$ cat src/rtl/sample_walk_ctrl.sv
// sample_walk_ctrl: captures one micropolygon and its bounding box, then walks
// every sample position in the box on the selected subsample grid, one sample
// per accepted cycle, row-major with x fastest. Upstream is stalled with
// halt_out for the whole walk; downstream stalls the walk with halt_in.
module sample_walk_ctrl #(
   parameter int SIGFIG = 24,
   parameter int RADIX  = 10,
   parameter int VERTS  = 3,
   parameter int AXIS   = 3,
   parameter int COLORS = 3
) (
   input  logic                            clk,
   input  logic                            rst,
   input  logic [VERTS*AXIS*SIGFIG-1:0]    tri_in,
   input  logic [COLORS*SIGFIG-1:0]        color_in,
   input  logic [4*SIGFIG-1:0]             box_in,
   input  logic                            valid_in,
   output logic                            halt_out,
   input  logic [3:0]                      subsample_step,
   output logic [VERTS*AXIS*SIGFIG-1:0]    tri_out,
   output logic [COLORS*SIGFIG-1:0]        color_out,
   output logic [2*SIGFIG-1:0]             sample_out,
   output logic                            valid_out,
   input  logic                            halt_in
);

   localparam int TW = VERTS*AXIS*SIGFIG;
   localparam int CW = COLORS*SIGFIG;

   typedef enum logic {WAIT, WALK} state_t;

   state_t                    state_reg, state_next;
   logic [TW-1:0]             tri_reg, tri_next;
   logic [CW-1:0]             color_reg, color_next;
   logic signed [SIGFIG-1:0]  ll_x_reg, ll_x_next;
   logic signed [SIGFIG-1:0]  ll_y_reg, ll_y_next;
   logic signed [SIGFIG-1:0]  ur_x_reg, ur_x_next;
   logic signed [SIGFIG-1:0]  ur_y_reg, ur_y_next;
   logic signed [SIGFIG-1:0]  x_reg, x_next;
   logic signed [SIGFIG-1:0]  y_reg, y_next;
   logic signed [SIGFIG:0]    step_reg, step_next;
   logic                      valid_reg, valid_next;

   // Incoming box corners, unpacked from {ur_y, ur_x, ll_y, ll_x}
   logic signed [SIGFIG-1:0]  box_ll_x, box_ll_y, box_ur_x, box_ur_y;
   assign box_ll_x = box_in[SIGFIG-1:0];
   assign box_ll_y = box_in[2*SIGFIG-1:SIGFIG];
   assign box_ur_x = box_in[3*SIGFIG-1:2*SIGFIG];
   assign box_ur_y = box_in[4*SIGFIG-1:3*SIGFIG];

   logic box_empty;
   assign box_empty = (box_ur_x < box_ll_x) || (box_ur_y < box_ll_y);

   // Candidate step sizes, one per select bit: 1 << (RADIX-3+i)
   logic [3:0][SIGFIG:0] step_opt;
   genvar gi;
   generate
      for (gi = 0; gi < 4; gi++) begin : g_step_opt
         assign step_opt[gi] = (SIGFIG+1)'(1) << (RADIX - 3 + gi);
      end
   endgenerate

   logic step_one_hot;
   assign step_one_hot = (subsample_step != 4'd0) &&
                         ((subsample_step & (subsample_step - 4'd1)) == 4'd0);

   // Decode the step select; anything not one-hot falls back to one pixel
   logic signed [SIGFIG:0] step_dec;
   always_comb begin
      step_dec = (SIGFIG+1)'(1) << RADIX;
      if (step_one_hot) begin
         for (int i = 0; i < 4; i++) begin
            if (subsample_step[i]) step_dec = step_opt[i];
         end
      end
   end

   // Next positions in one extra bit so a step past the top of the range
   // cannot wrap around and look like it is still inside the box
   logic signed [SIGFIG:0] nx, ny, ur_x_ext, ur_y_ext;
   assign nx       = {x_reg[SIGFIG-1], x_reg} + step_reg;
   assign ny       = {y_reg[SIGFIG-1], y_reg} + step_reg;
   assign ur_x_ext = {ur_x_reg[SIGFIG-1], ur_x_reg};
   assign ur_y_ext = {ur_y_reg[SIGFIG-1], ur_y_reg};

   // Next-state and datapath update for capture and walk
   always_comb begin
      state_next = state_reg;
      tri_next   = tri_reg;
      color_next = color_reg;
      ll_x_next  = ll_x_reg;
      ll_y_next  = ll_y_reg;
      ur_x_next  = ur_x_reg;
      ur_y_next  = ur_y_reg;
      x_next     = x_reg;
      y_next     = y_reg;
      step_next  = step_reg;
      valid_next = valid_reg;
      case (state_reg)
         WAIT: begin
            if (valid_in) begin
               tri_next   = tri_in;
               color_next = color_in;
               ll_x_next  = box_ll_x;
               ll_y_next  = box_ll_y;
               ur_x_next  = box_ur_x;
               ur_y_next  = box_ur_y;
               step_next  = step_dec;
               // An empty box is consumed here without producing samples
               if (!box_empty) begin
                  x_next     = box_ll_x;
                  y_next     = box_ll_y;
                  valid_next = 1'b1;
                  state_next = WALK;
               end
            end
         end
         WALK: begin
            if (!halt_in) begin
               if (nx <= ur_x_ext) begin
                  x_next = nx[SIGFIG-1:0];
               end else if (ny <= ur_y_ext) begin
                  x_next = ll_x_reg;
                  y_next = ny[SIGFIG-1:0];
               end else begin
                  valid_next = 1'b0;
                  state_next = WAIT;
               end
            end
         end
         default: begin
            valid_next = 1'b0;
            state_next = WAIT;
         end
      endcase
   end

   // State and datapath registers; reset abandons any walk in progress
   always_ff @(posedge clk) begin
      if (rst) begin
         state_reg <= WAIT;
         tri_reg   <= '0;
         color_reg <= '0;
         ll_x_reg  <= '0;
         ll_y_reg  <= '0;
         ur_x_reg  <= '0;
         ur_y_reg  <= '0;
         x_reg     <= '0;
         y_reg     <= '0;
         step_reg  <= '0;
         valid_reg <= 1'b0;
      end else begin
         state_reg <= state_next;
         tri_reg   <= tri_next;
         color_reg <= color_next;
         ll_x_reg  <= ll_x_next;
         ll_y_reg  <= ll_y_next;
         ur_x_reg  <= ur_x_next;
         ur_y_reg  <= ur_y_next;
         x_reg     <= x_next;
         y_reg     <= y_next;
         step_reg  <= step_next;
         valid_reg <= valid_next;
      end
   end

   assign halt_out   = (state_reg == WALK);
   assign valid_out  = valid_reg;
   assign sample_out = {y_reg, x_reg};
   assign tri_out    = tri_reg;
   assign color_out  = color_reg;

endmodule

$ cat config.mk
export PLATFORM = sky130hd
export DESIGN_NAME = sample_walk_ctrl
export DESIGN_NICKNAME = d
export VERILOG_FILES = /design/src/rtl/sample_walk_ctrl.sv
export SDC_FILE = /design/constraint.sdc
export NUM_CORES = 1
export LEC_CHECK = 0
export CAP_MARGIN = 30
export CORE_AREA = 3 3 281 283
export DETAILED_ROUTE_END_ITERATION = 16
export DIE_AREA = 0 0 284 286
export GPL_TIMING_DRIVEN = 0
export PLACE_DENSITY_LB_ADDON = 0.1
export SKIP_LAST_GASP = 1
export SYNTH_ARGS = -nofsm -noshare
export SYNTH_HDL_FRONTEND = slang
export SYNTH_SLANG_ARGS = --single-unit
$ cat constraint.sdc
create_clock -name clk -period 3.8 [get_ports clk]
set_input_delay 0.57 -clock clk [delete_from_list [all_inputs] [get_ports clk]]
set_output_delay 0.57 -clock clk [all_outputs]
set_load 0.005 [all_outputs]
==> reports/metrics.yaml, run 1 <==
vias_per_cell: 4.54
seq_area_frac_synth_pct: 45.8
syn-cell-area_sq_mm: 0.0181
final_nets: 3667
max_freq_ghz: 0.239
place.gp.congestion: 0.872
synthCells: 2348
timing.final.crit_share_pct: 110
netlist.top_cell.by_area: "dfxtp_1"
hpwl_mm: 74.1
cts_tree: "yes"
whs_path_depth: 2
ys.flop_type: "dfxtp_1"
h-tree-depth: 2
grtUsageTotal_pct: 21.6
final_area_sq_mm: 0.0294
synth_edf_count: 0
critical-path-top-delay-family: "buffers and inverters"
cp_num_buf_inv: 3
avgRoutedWirePerCell_microns: 21.6
antenna_found_initial: 15
first_global_vias: 19600
worstSetupPathType: "primary input to flip-flop"
reg2reg_depth: 20
min_period_ns: 4.18
hold_violations: 0
crit_required_ns: 4.32
crit_slowest_cell: "clkbuf_1"
syn_to_final_growth_pct: 62.6
drc: 0
worst_slew_pin_slew_ns: 1.09
synth_async_sr_flop_share_pct: 0
clock-sinks: 414
peakVddDrop_mv: 0.329
leakage_nw: 11.4
slowest_delay_ns: 0.83
io_pins: 730
initial_core_util_pct: 23.5
final_core_util_pct: 38.2
synth_cell_types: 65
start_kind: "primary input"
port_buffers: 728
grt_pass1_wl_mm: 131
drive_above_1_share_pct: 7.00
synth_seq_cells: 414
root_buffer: "clkbuf_16"
overflow: 0
powerDensity_mw_per_mm2: 476
avgSynthCellArea_sq_um: 7.71
hp-class: "flip-flop to flip-flop"
final_cell_mix: "777 x nand2_1, 728 x clkdlybuf4s50_1, 420 x a21oi_1"
rsz0062_at_grt: "true"
slew_headroom_pct: 27.2
path_max_fanout: 10
final_common_cell: "nand2_1"
dieWidth_microns: 284
fill_cells: 7955
synth_nets: 2846
cp-end-kind: "flip-flop"
pre_cts_ws_ns: -1.35
finalSetupViolCount: 43
die_h_microns: 286
cp.arrival_ns: 4.70
placedInstanceArea_sq_mm: 0.0270
status: "complete, but fails checks"
cp.depth: 11
drt_wl_total_mm: 92.0
yosysWarnings: 0
setup_ws_ns: -0.381
clkSlewWorstSetupHoldPaths_ns: 0.06
max-cap-violations: 0
drtIter0Drc: 970
yosysTopAreaCellShare_pct: 45.8
path_cells: "clkdlybuf4s50_1 > inv_1 > ha_1 > nand4_1 > or4_1 > o311ai_0 > xnor2_1 > o2111a_1 > clkbuf_1 > nor3_1 > a211oi_2"
clock_latency_ns: 0.61
fin_hold_ws_ns: 0.452
core-area_sq_mm: 0.0770
grt_max_degree: 15
cts.path.max_buffers: 3
die_area_sq_mm: 0.0812
drv_slew: 0
rows: 102
largest_reg_flops: 216
ant_nets: 0
fin_skew_ns: 0.0200
violations: "negative setup slack"
num_vias: 19300
first_pass_iters: 5
cts_buffers: 52
synth_area_leaders: "dfxtp_1 46%, nand2_1 16%, a21oi_1 12%"
## cell families (layout without fill, tap and decap cells)
kind of cell	after synthesis	after routing	synth area share [%]
AO/OA/AOI/OAI	549	549	16.8
XOR/XNOR	32	32	1.55
adder cells (fa/ha/maj)	106	106	7.41
buffers and inverters	273	1137	5.92
flip-flops	414	414	45.8
multiplexers	20	20	1.11
other	0	10	0
AND/OR/NAND/NOR	954	954	21.4
## cell usage after synthesis (3+ instances only)
cell type,count
clkbuf_1,138
a21o_1,13
buf_4,3
nor2b_1,3
a31oi_1,16
buf_6,4
a221oi_1,5
o21ai_1,6
and4_1,6
nor3_1,25
nand3_1,14
o21a_1,14
buf_1,4
o211ai_1,3
dfxtp_1,414
mux2i_1,19
a211oi_1,10
nor2_1,66
xnor2_1,23
o41ai_1,8
inv_1,118
nand3b_1,4
a21oi_1,422
and3_1,6
xor2_1,9
a222oi_1,6
o21ai_0,22
buf_2,4
a22oi_1,3
o31ai_1,3
or3_1,4
nand2_1,778
a211o_1,4
ha_1,104
and2_1,3
nand4_1,28
## metrics by stage
step                      TNS, ns  power, mW  instances
after detailed placement   -53.14       8.66       4125
after global placement     -57.33       8.60       4116
after CTS                  -14.62       14.1       4247
after global routing       -23.66       14.7       4258
after floorplan             -1.27       6.68       2348
final                      -13.33       14.0       4262
## tightest hold or removal path, delay by kind of cell (launching register included)
family / cells / cell delay [ns]
and+or+nand+nor: 1 / 0.05
AOI/OAI and AO/OA: 1 / 0.05
DFF: 1 / 0.31
## report_power, final
part / leakage [nW] / switching, mW / internal, mW
Clock: 0.854 / 2.06 / 2.95
Combinational: 7.11 / 2.01 / 1.95
Sequential: 3.41 / 0.294 / 4.73
Total: 11.4 / 4.36 / 9.63
## per-layer routing
metal	share of wire [%]	track usage, %
met1	39	23.8
met4	2.7	6.58
met3	7.9	7.24
met5	0.093	0
met2	51	39.1
## worst paths after layout
path | startpoint | endpoint | slack, ns
worst max-delay path | box_in[47] | y_reg[7] | -0.38
worst max register to register | x_reg[7] | x_reg[18] | -0.38
worst min register to register | tri_out[98] | tri_out[98] | 0.45
worst min-delay path | tri_out[98] | tri_out[98] | 0.45
## timing repair
item	in CTS	in global routing
hold endpoints to repair	0	0
setup buffers	25	4
pin swaps	45	20
hold buffers	0	0
endpoints found under the setup margin	43	50
gates resized for setup	59	39
cloned	3	1
## layout make-up
cell class | count | area, sq um | share of cell area (%)
clock buffer | 78 | 1540 | 5.23
timing repair buffer | 771 | 7780 | 26.4
inverter | 120 | 450 | 1.53
multi-input combinational | 1661 | 9200 | 31.3
buffer | 149 | 643 | 2.19
clock inverter | 19 | 184 | 0.625
sequential | 414 | 8300 | 28.2
antenna | 10 | 25.0 | 0.0850
tap | 1040 | 1300 | 4.42
(Power assumes the default switching activity.)
==> run 2, diff against run 1 <==
- CORE_AREA: 3 3 281 283 -> 3 3 282 284
- DIE_AREA: 0 0 284 286 -> 0 0 285 287
==> run 2 against run 1 <==
  * The flow still finishes with violations (negative setup slack)
  * Total power shrank 0.14%
  * Maximum frequency shrank 2.2%
  * Count of clock-buffer cells in the layout grew 2
  * Setup slack lost 0.093 ns
  * Clock skew grew 0.0075 ns
  * Non-clock buffer count grew 1
  * Critical path type is now flip-flop to flip-flop
  * Critical endpoint is now x_reg[12]
==> reports/metrics.yaml, run 2 (synthesis results as in run 1) <==
final_common_cell: "nand2_1"
drt_wl_total_mm: 92.9
final_cell_mix: "777 x nand2_1, 728 x clkdlybuf4s50_1, 420 x a21oi_1"
antenna_found_initial: 18
peakVddDrop_mv: 0.347
slowest_delay_ns: 0.59
crit_slowest_cell: "or4_4"
worstSetupPathType: "flip-flop to flip-flop"
min_period_ns: 4.27
worst_slew_pin_slew_ns: 0.982
fin_skew_ns: 0.0275
die_area_sq_mm: 0.0818
setup_ws_ns: -0.474
timing.final.crit_share_pct: 112
powerDensity_mw_per_mm2: 476
worst_hold_path.endpoint: "ur_x_reg[1]"
drc: 0
r2r_start: "x_reg[7]"
critical-path-top-delay-family: "simple AND/OR/NAND/NOR gates"
grt_pass1_wl_mm: 133
crit_required_ns: 4.28
topRoutingLayerUsed: "met5"
power.share.clock_pct: 35.8
hold_violations: 0
start_kind: "flip-flop"
cts_tree: "yes"
cp_num_buf_inv: 4
drtIter0Drc: 1013
port_buffers: 728
combPwrFrac_pct: 28.3
hold_buffers: 0
path_max_fanout: 6
final_area_sq_mm: 0.0293
final_cell_count_no_fill: 4263
dr_wl_met3_mm: 6.92
cts_buffers: 52
leakage_nw: 11.4
power.switching_mw: 4.36
wl_met2_mm: 47.4
first_global_vias: 19700
syn_to_final_growth_pct: 62.1
grtUsageTotal_pct: 21.7
hpwl_mm: 74.9
avgRoutedWirePerCell_microns: 21.8
num_vias: 19400
place_inst: 4120
first_pass_iters: 5
max_freq_ghz: 0.234
dieWidth_microns: 285
clock_latency_ns: 0.61
drv_slew: 0
largest_reg_flops: 216
vias_per_cell: 4.54
cp-end-kind: "flip-flop"
ant_nets: 0
violations: "negative setup slack"
reg2reg_depth: 20
drive_above_1_share_pct: 6.85
clock-sinks: 414
switching_share_pct: 31.2
finalSetupViolCount: 43
status: "complete, but fails checks"
fill_cells: 8105
cts.path.max_buffers: 3
p_int_mw: 9.61
cp.arrival_ns: 4.75
overflow: 0
multi_input_area_sq_mm: 0.00915
path_cells: "ha_4 > inv_2 > fa_2 > nor2b_1 > o21a_2 > o21ai_4 > nor3_4 > xnor2_2 > ha_1 > nand4_1 > or4_4 > o211ai_4 > nor4_4 > nor4_4 > buf_6 > buf_4 > o21ai_4 > and2_4 > buf_6 > o21a_1"
final_nets: 3669
io_pins: 730
whs_path_depth: 2
placedInstanceArea_sq_mm: 0.0269
wl_met1_mm: 36.4
grt_max_degree: 15
place.gp.congestion: 0.872
rr_endpoint: "x_reg[12]"
h-tree-depth: 2
final_core_util_pct: 37.9
regArea_sq_mm: 0.00831
max-cap-violations: 0
die_h_microns: 287
p_seq_share_pct: 35.9
rrSetupSlack_ns: -0.47
initial_core_util_pct: 23.4
rows: 102
hp-class: "flip-flop to flip-flop"
clkSlewWorstSetupHoldPaths_ns: 0.06
hp-start: "ur_x_reg[1]"
power.total_mw: 14.0
core-area_sq_mm: 0.0773
slew_headroom_pct: 34.6
root_buffer: "clkbuf_16"
rsz0062_at_grt: "true"
## run 2: cell types whose count changed in the layout (fill, tap and decap cells not counted), sizes merged
cell / before / now
buf: 55 / 59
clkinv: 15 / 12
bufinv: 2 / 1
clkbuf: 215 / 214
diode: 10 / 11
nor2: 67 / 68
## run 2: layout make-up
class	count	area share [%]
tap	1040	4.43
inverter	120	1.53
clock inverter	15	0.507
multi-input combinational	1662	31.2
sequential	414	28.3
antenna	11	0.0938
timing repair buffer	771	26.3
clock buffer	80	5.41
buffer	150	2.23
## run 2: worst min-delay path: cells and delay by family (launching register included)
kind             cells  cell delay (ns)
flip-flops           1             0.30
AND/OR/NAND/NOR      1             0.05
AO/OA/AOI/OAI        1             0.05
## run 2: routing by layer
| metal | track usage [%] | vias up |
|---|---|---|
| met5 | 0 | - |
| met4 | 5.18 | 18 |
| met3 | 6.72 | 112 |
| met2 | 40.0 | 577 |
| met1 | 24.4 | 9182 |
| li1 | - | 9474 |
## run 2: power by group through the flow
stage	sequential, mW	clock, mW	combinational [mW]
6_report	5.02	5.01	3.95
5_1_grt	5.06	5.32	4.29
4_1_cts	5.02	5.15	3.93
3_5_place_dp	5.10	0	3.53
3_3_place_gp	5.09	0	3.49
2_1_floorplan	5.06	0	1.62
## run 2: how the worst max path moves through the flow
stage | startpoint | end | slack, ns | cells after the start
CTS | x_reg[7] | x_reg[3] | -0.40 | 20
detailed placement | y_reg[8] | x_reg[22] | -1.57 | 18
floorplan | step_reg[7] | x_reg[20] | -0.11 | 19
global route | x_reg[7] | x_reg[4] | -0.65 | 20
global placement | y_reg[8] | x_reg[19] | -1.58 | 18
finish | x_reg[7] | x_reg[12] | -0.47 | 20
## run 2: metrics by stage
| stage | setup WS, ns | TNS (ns) | hold WS, ns |
|---|---|---|---|
| after global placement | -1.58 | -61.93 | 0.441 |
| after floorplan | -0.114 | -1.27 | 0.434 |
| after global routing | -0.652 | -26.43 | 0.466 |
| after detailed placement | -1.57 | -61.26 | 0.446 |
| final | -0.474 | -17.84 | 0.450 |
| after CTS | -0.402 | -14.97 | 0.448 |
## run 2: what timing repair did
action | 4_1_cts | 5_1_grt
pin swaps | 46 | 27
setup buffers | 28 | 10
cloned | 4 | 0
gates resized for setup | 69 | 29
setup endpoints to repair | 43 | 50
==> RTL change 1: new RTL, flow settings as in run 2 <==
`AXIS`: 3 -> 2.
--- a/src/rtl/sample_walk_ctrl.sv
+++ b/src/rtl/sample_walk_ctrl.sv
@@ -6,7 +6,7 @@
    parameter int SIGFIG = 24,
    parameter int RADIX  = 10,
    parameter int VERTS  = 3,
-   parameter int AXIS   = 3,
+   parameter int AXIS   = 2,
    parameter int COLORS = 3
 ) (
    input  logic                            clk,
Ports: changed (resized tri_in and tri_out); port bits go from 730 to 586. No check against the original RTL was run, so the function may have changed too.
==> RTL change 1 against run 2 <==
Worst setup slack improved by 410 ps. Sequential cell count shrank 72. Clock power shrank 15%. Critical endpoint is now y_reg[9]$_SDFFE_PP0P_. Via count shrank 17%. The run still ends with negative setup slack left. Largest power group is now the clock network. Wire length down 17%. Largest cell class unchanged. Power down 16%. Synthesized cell count decreased by 15%. Cell area shrank 14%. Area after synthesis decreased by 14%.
==> RTL change 1: results (changes against run 2) <==
* Overall Global Routing Usage at 0.182 (was 0.217)
* Count of cell types in the netlist at 61 (was 65)
* Pin slew with the least headroom to its limit at 914 ps (was 982 ps)
* Share of post-route cells with drive strength above 1 at 0.0766 (was 0.0685)
* WHS Endpoint: color_out[38]$_SDFFE_PP0P_ (was ur_x_reg[1]$_SDFFE_PP0P_)
* Layout Skew at 26.6 ps (was 27.5 ps)
* Violated checks: negative setup slack (unchanged)
* Largest net degree at the start of global routing at 12 (was 15)
* PortBufs at 584 (was 728)
* Internal Pwr Total at 8.08 mW (was 9.61 mW)
* Synth top cells by count: 633 x nand2_1, 344 x a21oi_1, 342 x dfxtp_1 (was 778 x nand2_1, 422 x a21oi_1, 414 x dfxtp_1)
* Post-DP Area at 0.0229 mm2 (was 0.0269 mm2)
* Min-delay src: color_out[38]$_SDFFE_PP0P_ (was ur_x_reg[1]$_SDFFE_PP0P_)
* Setup-failing EPs final at 25 (was 43)
* Syn nets at 2,425 (was 2,846)
* Vias at 16,000 (was 19,400)
* 1st-iter DRT viols at 640 (was 1,013)
* Status: finished with violations (unchanged)
* Number of buffers created by CTS at 45 (was 52)
* RR Endpoint: y_reg[9]$_SDFFE_PP0P_ (was x_reg[12]$_SDFFE_PP0P_)
* Dpl hpwl at 62.4 mm (was 74.9 mm)
* Final WS setup at -65.6 ps (was -474 ps)
* Synth top area cells: dfxtp_1 44%, nand2_1 15%, a21oi_1 11%, ha_1 8.3%, mux2i_1 2.8% (was dfxtp_1 46%, nand2_1 16%, a21oi_1 12%, ha_1 7.2%, clkbuf_1 2.9%)
* VDD IR-drop max at 0.000294 V (was 0.000347 V)
* # resized after CTS at 84 (was 69)
* Worst flop-to-flop path startpoint: step_reg[7]$_SDFFE_PP0P_ (was x_reg[7]$_SDFFE_PP0P_)
* Final GP Congestion at 0.834 (was 0.872)
* Lkg Pwr at 9.84 nW (was 11.4 nW)
* Fin nets at 3,096 (was 3,669)
* Post-Layout Cell Count at 3,749 (was 4,263)
-- RTL change 1: changes by cell type in the layout (fill, tap and decap cells not counted), sizes merged, moves of 13 or more --
cell,delta
a21oi,-72
clkbuf,-39
clkdlybuf4s50,-144
dfxtp,-72
mux2,+22
mux2i,+25
nand2,-145
nand4,-13
nor2,-23
nor3,-17
-- RTL change 1: final cells by class --
| cell class | instances | area [um2] |
|---|---|---|
| fillers | 8333 | 52200 |
| multi-input cells | 1419 | 8260 |
| flip-flops and latches | 342 | 6860 |
| repair buffers | 624 | 6250 |
| clock buffers | 66 | 1320 |
| well taps | 1040 | 1300 |
| plain buffers | 121 | 546 |
| inverters | 117 | 439 |
| clock inverters | 14 | 126 |
| diodes | 6 | 15.0 |
-- RTL change 1: routing by layer --
metal / routed length [um] / vias to the layer above / track usage
li1: - / 8014 / -
met1: 31900 / 7495 / 0.214
met2: 37900 / 415 / 0.319
met3: 5600 / 103 / 0.0601
met4: 1890 / 16 / 0.0463
met5: 103 / - / 0
-- RTL change 1: critical path, cell delays in order (launching register included) --
cell and delay (ps):
dfxtp_4 410, ha_4 150, inv_2 40, fa_2 370, nor2b_2 130, o21ai_2 90, a21oi_4 190, buf_6 160
nand2b_4 60, xnor2_2 140, ha_1 330, inv_1 60, o211ai_1 140, a41oi_4 290, o311ai_4 150, and2_4 220
a2bb2oi_4 210, buf_6 140, buf_4 100, mux2_2 320, nor2_1 80
-- RTL change 1: cells by family after synthesis --
| kind of cell | Yosys count | share of synthesized area |
|---|---|---|
| XOR/XNOR | 32 | 0.0179 |
| flip-flops | 342 | 0.437 |
| multiplexers | 67 | 0.0447 |
| adder cells (fa/ha/maj) | 106 | 0.0857 |
| AND/OR/NAND/NOR | 768 | 0.198 |
| buffers and inverters | 238 | 0.0595 |
| AO/OA/AOI/OAI | 446 | 0.157 |
==> RTL change 2: new RTL, flow settings as in run 2 <==
Without the edit above. Make the reset (`rst`) asynchronous in one clocked block.
--- a/src/rtl/sample_walk_ctrl.sv
+++ b/src/rtl/sample_walk_ctrl.sv
@@ -136,7 +136,7 @@
    end
 
    // State and datapath registers; reset abandons any walk in progress
-   always_ff @(posedge clk) begin
+   always_ff @(posedge clk or posedge rst) begin
       if (rst) begin
          state_reg <= WAIT;
          tri_reg   <= '0;
Check against the original RTL: not equivalent (a bounded check fails within 4 cycles, from zero or initial values and one cycle with rst high; the reset may be asserted at any time).
==> RTL change 2 against run 2 <==
Count of clock-buffer cells in the layout rose by 4. Global-route usage rose by 0.14 points. Critical path type unchanged. Critical endpoint is now y_reg[17]$_DFFE_PP0P_. Synthesized cell count fell by 7.9%. Wire length fell by 1.5%. Sequential share of layout area rose by 5.7 points. Cell area rose by 3.9%. Area after synthesis rose by 6.4%. Worst setup slack improved by 190 ps. Sequential cell count did not move. Highest routed layer unchanged. Critical path depth fell by 1. First-iteration DRC count fell by 5.9%. The flow still finishes with violations (negative setup slack).
Power is not compared: it rests on default switching activity, and its combinational part moved more than twofold at a synthesized area within 25%.
==> RTL change 2: results (changes against run 2) <==
* Final WS setup at -282 ps (was -474 ps)
* Layout area overhead at 58.2% (was 62.1%)
* Overall Global Routing Usage at 0.219 (was 0.217)
* Dpl hpwl at 73.6 mm (was 74.9 mm)
* Setup-failing EPs final at 41 (was 43)
* Worst Reg-to-Reg Cells at 19 (was 20)
* 1st-iter DRT viols at 953 (was 1,013)
* Pwr Total at 25.0 mW
* Placed cell count at 3,944 (was 4,120)
* Fin nets at 3,488 (was 3,669)
* Violated checks: negative setup slack (unchanged)
* Status: finished with violations (unchanged)
* Slew HR at 0.360 (was 0.346)
* WL met1 at 35.6 mm (was 36.4 mm)
* Vias in the first global route at 19,000 (was 19,700)
* Fill count at 7,787 (was 8,105)
* Worst flop-to-flop path startpoint: step_reg[7]$_DFFE_PP0P_ (was x_reg[7]$_SDFFE_PP0P_)
* N_diodes at 7 (was 11)
* RR Endpoint: y_reg[17]$_DFFE_PP0P_ (was x_reg[12]$_SDFFE_PP0P_)
* Post-DP Area at 0.0282 mm2 (was 0.0269 mm2)
* Number of buffers created by CTS at 53 (was 52)
* Worst Hold Margin at 437 ps (was 450 ps)
* Clock-cell share at 0.0559 (was 0.0591)
* Final GP Congestion at 0.880 (was 0.872)
* Setup_tns at -9360 ps (was -17,840 ps)
* Worst hold path type: input pin to async pin (was flop to flop)
* Met3 wire length at 6.51 mm (was 6.92 mm)
[RTL change 2: changes by cell type after synthesis, sizes merged, moves of 15 or more]
cell,change
dfrtp,+414
dfxtp,-414
a21oi,-388
nand2,+229
o21ai,+85
clkbuf,-47
mux2,+37
nor2,-37
nand3,+23
nor3,-19
o221ai,+15
[RTL change 2: worst max-delay path, stage by stage, from the launching register on]
cell	delay, ps
dfrtp_2	450
buf_12	140
ha_4	160
inv_2	50
fa_2	190
nor2b_1	50
o21a_1	200
o211ai_1	310
nor2_1	120
xor2_1	170
ha_1	320
nand4_1	210
nor3_2	260
o311ai_2	180
a211oi_2	220
buf_4	170
nand3_4	90
o21ai_4	170
buf_6	200
mux2_4	300
[RTL change 2: cell families after synthesis]
logic type      Yosys count  share of synthesized area
buf+inv                 208                     0.0421
fa+ha+maj               106                     0.0696
flops                   414                      0.538
mux                      50                     0.0321
xor+xnor                 33                     0.0150
compound gates          212                     0.0672
simple gates           1139                      0.236
